==> src/rtl/uart_tx_engine_if.sv <==
// Processor-side port of the UART transmit engine: write strobe, byte and
// framing config in; serial line and ready indications out.
interface uart_tx_engine_if;
  logic       load;
  logic [7:0] out_port;
  logic       pen;
  logic       ohel;
  logic       tx;
  logic       tx_rdy;
  logic       tx_rdy_pulse;

  modport master (
    output load, out_port, pen, ohel,
    input  tx, tx_rdy, tx_rdy_pulse
  );

  modport slave (
    input  load, out_port, pen, ohel,
    output tx, tx_rdy, tx_rdy_pulse
  );
endinterface

==> src/rtl/uart_tx_engine.sv <==
// UART transmit engine: frames one byte as start, 8 data bits LSB first,
// optional parity and stop on a registered serial line. Each completed frame
// produces a single-cycle tx_rdy_pulse for the downstream interrupt SR flop.
//
//  state  | meaning
//  -------+-----------------------------------------------------------
//  IDLE   | line high, ready for a load strobe
//  START  | start bit (tx=0) for one bit time
//  DATA   | eight data bits, LSB first, one bit time each
//  PARITY | parity bit (only when pen was set at load)
//  STOP   | stop bit (tx=1); its last clock returns to IDLE with a pulse
module uart_tx_engine #(
  parameter int BAUD_DIV = 10416,
  parameter int CNT_W    = 14
) (
  input logic          clk,
  input logic          reset,
  uart_tx_engine_if.slave bus
);

  typedef enum logic [2:0] {IDLE, START, DATA, PARITY, STOP} state_t;

  localparam logic [CNT_W-1:0] BAUD_LAST = CNT_W'(BAUD_DIV - 1);

  state_t           state, state_n;
  logic [CNT_W-1:0] baud_cnt, baud_n;
  logic [2:0]       bit_cnt, bit_n;
  logic [7:0]       shift_reg, shift_n;
  logic             pen_q, pen_n;
  logic             par_q, par_n;
  logic             tx_q, tx_n;
  logic             rdy_q, rdy_n;
  logic             pulse_q, pulse_n;
  logic             baud_wrap;

  assign baud_wrap = (baud_cnt == BAUD_LAST);

  // Next-state, counters and next registered output values.
  always_comb begin
    state_n = state;
    baud_n  = baud_wrap ? '0 : baud_cnt + 1'b1;
    bit_n   = bit_cnt;
    shift_n = shift_reg;
    pen_n   = pen_q;
    par_n   = par_q;
    tx_n    = tx_q;
    rdy_n   = rdy_q;
    pulse_n = 1'b0;

    case (state)
      IDLE: begin
        baud_n = '0;
        bit_n  = '0;
        tx_n   = 1'b1;
        rdy_n  = 1'b1;
        if (bus.load) begin
          // Parity is resolved at load so later port changes cannot leak in.
          shift_n = bus.out_port;
          pen_n   = bus.pen;
          par_n   = (^bus.out_port) ^ bus.ohel;
          state_n = START;
          tx_n    = 1'b0;
          rdy_n   = 1'b0;
        end
      end
      START: begin
        if (baud_wrap) begin
          state_n = DATA;
          tx_n    = shift_reg[0];
          shift_n = {1'b1, shift_reg[7:1]};
        end
      end
      DATA: begin
        if (baud_wrap) begin
          bit_n = bit_cnt + 3'd1;
          if (bit_cnt == 3'd7) begin
            state_n = pen_q ? PARITY : STOP;
            tx_n    = pen_q ? par_q : 1'b1;
          end else begin
            tx_n    = shift_reg[0];
            shift_n = {1'b1, shift_reg[7:1]};
          end
        end
      end
      PARITY: begin
        if (baud_wrap) begin
          state_n = STOP;
          tx_n    = 1'b1;
        end
      end
      STOP: begin
        if (baud_wrap) begin
          state_n = IDLE;
          tx_n    = 1'b1;
          rdy_n   = 1'b1;
          pulse_n = 1'b1;
        end
      end
      default: begin
        state_n = IDLE;
        tx_n    = 1'b1;
        rdy_n   = 1'b1;
      end
    endcase
  end

  // State and output registers; synchronous active-low reset wins over all.
  always_ff @(posedge clk) begin
    if (!reset) begin
      state     <= IDLE;
      baud_cnt  <= '0;
      bit_cnt   <= '0;
      shift_reg <= '1;
      pen_q     <= 1'b0;
      par_q     <= 1'b0;
      tx_q      <= 1'b1;
      rdy_q     <= 1'b1;
      pulse_q   <= 1'b0;
    end else begin
      state     <= state_n;
      baud_cnt  <= baud_n;
      bit_cnt   <= bit_n;
      shift_reg <= shift_n;
      pen_q     <= pen_n;
      par_q     <= par_n;
      tx_q      <= tx_n;
      rdy_q     <= rdy_n;
      pulse_q   <= pulse_n;
    end
  end

  assign bus.tx           = tx_q;
  assign bus.tx_rdy       = rdy_q;
  assign bus.tx_rdy_pulse = pulse_q;

endmodule
==> src/flat_wrapper.sv <==
// flat-port wrapper written by rule: the top's interface ports become plain ports
module uart_tx_engine_flat 
#(
  parameter int BAUD_DIV = 10416,
  parameter int CNT_W    = 14
)
  (clk, reset, bus_load, bus_out_port, bus_pen, bus_ohel, bus_tx, bus_tx_rdy, bus_tx_rdy_pulse);
  uart_tx_engine_if bus_i ();
  input logic clk;
  input logic reset;
  input wire logic [$bits(bus_i.load)-1:0] bus_load;
  input wire logic [$bits(bus_i.out_port)-1:0] bus_out_port;
  input wire logic [$bits(bus_i.pen)-1:0] bus_pen;
  input wire logic [$bits(bus_i.ohel)-1:0] bus_ohel;
  output wire logic [$bits(bus_i.tx)-1:0] bus_tx;
  output wire logic [$bits(bus_i.tx_rdy)-1:0] bus_tx_rdy;
  output wire logic [$bits(bus_i.tx_rdy_pulse)-1:0] bus_tx_rdy_pulse;
  assign bus_i.load = bus_load;
  assign bus_i.out_port = bus_out_port;
  assign bus_i.pen = bus_pen;
  assign bus_i.ohel = bus_ohel;
  assign bus_tx = bus_i.tx;
  assign bus_tx_rdy = bus_i.tx_rdy;
  assign bus_tx_rdy_pulse = bus_i.tx_rdy_pulse;
  uart_tx_engine #(.BAUD_DIV(BAUD_DIV), .CNT_W(CNT_W)) u_core (.clk(clk), .reset(reset), .bus(bus_i));
endmodule
==> config.mk <==
export PLATFORM = sky130hd
export DESIGN_NAME = uart_tx_engine_flat
export DESIGN_NICKNAME = d
export VERILOG_FILES = /design/src/rtl/uart_tx_engine_if.sv /design/src/rtl/uart_tx_engine.sv /design/src/flat_wrapper.sv
export SDC_FILE = /design/constraint.sdc
export NUM_CORES = 1
export LEC_CHECK = 0
export CAP_MARGIN = 20
export CORE_ASPECT_RATIO = 1.5
export CORE_MARGIN = 2
export CORE_UTILIZATION = 56
export CTS_CLUSTER_SIZE = 24
export DETAILED_ROUTE_END_ITERATION = 7
export GPL_TIMING_DRIVEN = 1
export PLACE_DENSITY = 0.81
export SYNTH_ARGS = -nofsm -noshare
export SYNTH_HDL_FRONTEND = slang
export SYNTH_SLANG_ARGS = --single-unit
==> constraint.sdc <==
create_clock -name clk -period 2.4 [get_ports clk]
set_input_delay 0.24 -clock clk [delete_from_list [all_inputs] [get_ports clk]]
set_output_delay 0.24 -clock clk [all_outputs]
set_load 0.01 [all_outputs]
Word level (Yosys, flattened, before mapping)

Index checks and enable logic that the tools add are counted.

$add $sub $neg: 2
Equality and inequality tests: 14
Reductions and logical operators: 14
Bitwise gates (word level): 3
Multiplexer cells: 24

Operators with widths:

| kind                                           | count |
|---|---|
| 2-to-1 mux 8 bit                               | 4 |
| 2-to-1 mux 3 bit                               | 8 |
| case mux 8 bit (3 select lines)                | 1 |
| case mux 3 bit (5 select lines)                | 1 |
| adder 14 x 1 -> 14 bit (second input constant) | 1 |
| == test 14 bit (second input constant)         | 1 |
| != test 2 x 1 -> 1 bit (second input constant) | 6 |
| AND reduction 2 bit                            | 4 |
| XOR reduction 8 bit                            | 1 |
| 2-to-1 mux 1 bit                               | 7 |
| == test 3 x 2 -> 1 bit (second input constant) | 2 |
| == test 3 bit (second input constant)          | 2 |
| case mux 3 bit (2 select lines)                | 1 |
| AND reduction 6 bit                            | 1 |
| OR reduction 3 bit                             | 2 |
| AND reduction 5 bit                            | 1 |
| != test 2 bit (second input constant)          | 2 |
| case mux 1 bit (4 select lines)                | 1 |
| adder 3 x 1 -> 3 bit (second input constant)   | 1 |
| == test 3 x 1 -> 1 bit (second input constant) | 1 |
| zero test 3 bit                                | 1 |
| case mux 1 bit (3 select lines)                | 1 |
| AND reduction 3 bit                            | 1 |
| nonzero test 3 bit                             | 1 |
| 4 further kinds                                | 5 |

Input port bits: 13
Register bits: 33
Output and inout port bits: 3
Word-level logic and storage cells: 66

Longest topological paths before layout

Depth in word-level cells: 4
Depth in mapped cells: 7
Depth with buffers taken out: 7

Worst setup path after synthesis

Ideal clock, no wire load.

Path type: reg2reg
From: register u_core.baud_cnt[4]
To: register u_core.shift_reg[3]
Cell stages (with the launch flop): 7
Period minus slack after synthesis: 1.854 ns
Setup time: 0.140 ns
Required time: 2.260 ns
Buffers on the path: 1
Arrival time: 1.714 ns
Setup slack: 0.546 ns
Cell sequence: dfxtp_1 -> or4b_4 -> nor4_4 -> o221ai_2 -> buf_6 -> nand2_1 -> o211ai_2

Word-level cells in the longest chain between the ends: 3
Elaborated cells between the ends (all ways): 4
Those cells by class: eq/ne (3); reduce/logical (1)

RTL lines:

| item                              | line                  | text |
|---|---|---|
| start: declaration                | uart_tx_engine.sv:26  | `logic [CNT_W-1:0] baud_cnt, baud_n;` |
| start signal: assignment          | uart_tx_engine.sv:121 | `baud_cnt <= baud_n;` |
| == test 14 bit (*)                | uart_tx_engine.sv:36  | `assign baud_wrap = (baud_cnt == BAUD_LAST);` |
| != test 2 x 1 -> 1 bit (no line)  | --                    |  |
| AND reduction 5 bit (no line) (*) | --                    |  |
| end signal: assignment            | uart_tx_engine.sv:123 | `shift_reg <= shift_n;` |
| end: declaration                  | uart_tx_engine.sv:28  | `logic [7:0] shift_reg, shift_n;` |

Mark *: on every way between the ends. The rest lies on a longest branch, timed or not.
A chain may end at the register's enable or synchronous reset.

Worst setup path after layout

From: register u_core.baud_cnt[11]
To: register u_core.shift_reg[7]

Same word-level chain as after synthesis.

==> summary.txt <==
Die
  – I/O Pins: 16
  – CORE AREA: about 2900 um2
  – Standard-cell rows: 24
  – Starting Density: 58.6%
  – Die ar.: 3480 um2
  – Overall die width: 48.8 um
  – DIE HEIGHT: 71.3 um

Timing
  – Fmax: 499 MHz
  – # setup viols final: 0
  – Final min period: 2.00 ns
  – Slew Viols, Final: 0
  – Setup tns final: 0 ns
  – Period Utilization, post-route: 83.4%
  – Worst slew pin tran: around 0.81 ns
  – Relative slew slack: between 40% and 50%
  – Fin. Hold Viols: 0
  – Worst Setup Slack, final: 0.397 ns
  – RSZ-0062 raised after global routing: false
  – Clock Skew: 0.00712 ns

Drt
  – DR vias/cell: approximately 5.5
  – DRT Pass-1 Iters: 4
  – Residual DRC count: 0
  – Routed wire length: 3.07 mm
  – Starting DRT DRC Count: 39
  – Via count: between 1000 and 1500
  – Routed Antenna Nets: 0
  – Routed wire length per instance: 13.0 um

Finish
  – Final core occ: roughly two thirds
  – Layout area overhead: 13.7%
  – Max reg flops: 14
  – Fin cells: approximately 240
  – Fin nets: 212
  – Share of layout cells above drive strength 1: 12.7%
  – # diodes: 0
  – Most common cell after layout, fill and taps aside: dfxtp_1
  – Most frequent cells in the layout: dfxtp_1 (33), nor2_1 (24), clkdlybuf4s50_1 (15), xnor2_1 (14), nand2_1 (13)

Clocking
  – Root Buffer: clkbuf_8
  – Clock transition at the registers of the reported paths: 0.07 ns
  – Num CTS Buffers: 5
  – CTS tree: done
  – Post-CTS Setup Inserts: 0
  – Worst skew pair latency: between 0.2 and 0.3 ns
  – Cts repair resizes: 0
  – CTS max path bufs: 2
  – # clock sinks: 33
  – Cts hold-fix bufs: 0
  – H-tree levels: 2

Pwr
  – Worst vdd ir: 0.499 mV
  – Leak: 0.736 nW
  – Power, Total: 1.12 mW
  – Pwr dens: ~600 nW/um2

Hold path
  – Hold WC Path Type: flop to flop
  – Hold Crit Depth: 2

Place
  – PortBufs: 15
  – Place WS: 0.398 ns
  – Final HPWL DP: 2.32 mm
  – Placed cells: 228
  – Final GP Congestion: 0.876

Global routing
  – Initial antenna violation count: 0
  – Overall Global Routing Usage: 19.8%
  – Pin count of the biggest net entering global routing: 17
  – Total grt overflow: 0
  – Global-route wire length before repair: about 5.3 mm
  – Number of global-route vias before repair: 1281

Worst setup path
  – Critical path data arrival time: 2.18 ns
  – Flop-to-flop setup slack: 0.40 ns
  – Crit. path cell count: 5
  – Max FO, Critical Path: 16
  – Crit path kind: flop to flop
  – Worst setup SP type: flop
  – Worst-path cell chain: or4b_4 > nor4_4 > o221ai_2 > nor3_1 > o21ai_1
  – Critical path's slowest cell: or4b_4
  – Critical path buffers and inverters: 0
  – Crit path max-delay family: simple AND/OR/NAND/NOR gates
  – R2R depth: 5
  – Nature of the critical path endpoint: flop
  – Max incr delay on CP: 0.49 ns
  – Data required time of the critical path: 2.57 ns

Synth
  – Syn Area/Cell: 9.44 um2
  – Post-synthesis register bit count: 33
  – Mapped Area: 1690 um2
  – Number of flops mapped to enable cells by yosys: 0
  – Synth Flop Type: dfxtp_1
  – Sequential area share after synthesis: between 30% and 40%
  – Mapped Cells: 179
  – Mapped Nets: 195
  – Number of synthesis warnings: 0
  – Netlist cell types: 41
  – Async set-reset flop share out of synthesis: 0%

Run status
  – Status: complete, no violations

Job
  – Max Cap Viol: 0
-- metrics by stage --
step           hold slack [ns]  area (um2)
2_1_floorplan            0.396        1690
3_3_place_gp             0.450        1840
3_5_place_dp             0.460        1840
4_1_cts                  0.471        1920
5_1_grt                  0.495        1920
6_report                 0.465        1920
-- worst paths after layout --
| path | from | to |
|---|---|---|
| setup reg to reg | u_core.baud_cnt[11] | u_core.shift_reg[7] |
| setup / recovery | u_core.baud_cnt[11] | u_core.shift_reg[7] |
| hold / removal | u_core.par_q | u_core.par_q |
| hold reg to reg | u_core.par_q | u_core.par_q |
-- where the power goes --
group          switching, mW  leakage (nW)  internal, mW
combinational         0.0692         0.422        0.0755
clock                  0.190        0.0450         0.200
sequential            0.0156         0.269         0.569
total                  0.275         0.736         0.845
-- cell families (layout without fill, tap and decap cells) --
logic type | after synthesis | after routing | synth area share (%)
compound gates | 26 | 26 | 13.0
xor+xnor | 20 | 20 | 11.2
fa+ha+maj | 3 | 3 | 2.22
buf+inv | 12 | 30 | 5.18
flops | 33 | 33 | 39.1
mux | 8 | 8 | 4.74
simple gates | 77 | 77 | 24.6
-- cell usage after synthesis, types with 2 or more instances --
cell | n | area share, %
dfxtp_1 | 33 | 39
nor2_1 | 24 | 5.3
xnor2_1 | 14 | 7.3
nand2_1 | 13 | 2.9
nand3_1 | 9 | 2.7
mux2i_1 | 8 | 4.7
o211ai_2 | 7 | 5.2
and3_1 | 6 | 2.2
nor2b_1 | 6 | 2.2
nor3_1 | 6 | 1.8
o21ai_0 | 6 | 1.8
xor2_1 | 5 | 2.6
inv_1 | 4 | 0.89
a22oi_1 | 3 | 1.3
buf_6 | 3 | 2.0
ha_1 | 3 | 2.2
a211oi_1 | 2 | 0.89
a21boi_0 | 2 | 0.89
and3_2 | 2 | 0.89
o21ai_1 | 2 | 0.59
-- area by class of cell --
class | instances | area, um2
Inverter | 4 | 15.0
Timing Repair Buffer | 18 | 173
Tap cell | 39 | 48.8
Fill cell | 254 | 962
Clock buffer | 6 | 72.6
Sequential cell | 33 | 661
Multi-Input combinational cell | 134 | 941
Clock inverter | 2 | 10.0
-- worst register-to-register path: cells and delay by family (launching register included) --
kind	cells	cell delay [ns]
compound gates	2	0.43
flops	1	0.38
simple gates	3	1.08
-- per-layer routing --
layer / up-vias / GRT usage [%] / share of wire (%)
li1: 665 / - / -
met1: 606 / 21.2 / 41
met2: 22 / 34.7 / 54
met3: 4 / 6.04 / 4.0
met4: 0 / 10.2 / 1.3
met5: - / 0 / 0
Note: power is estimated with default switching activity, not from simulation.
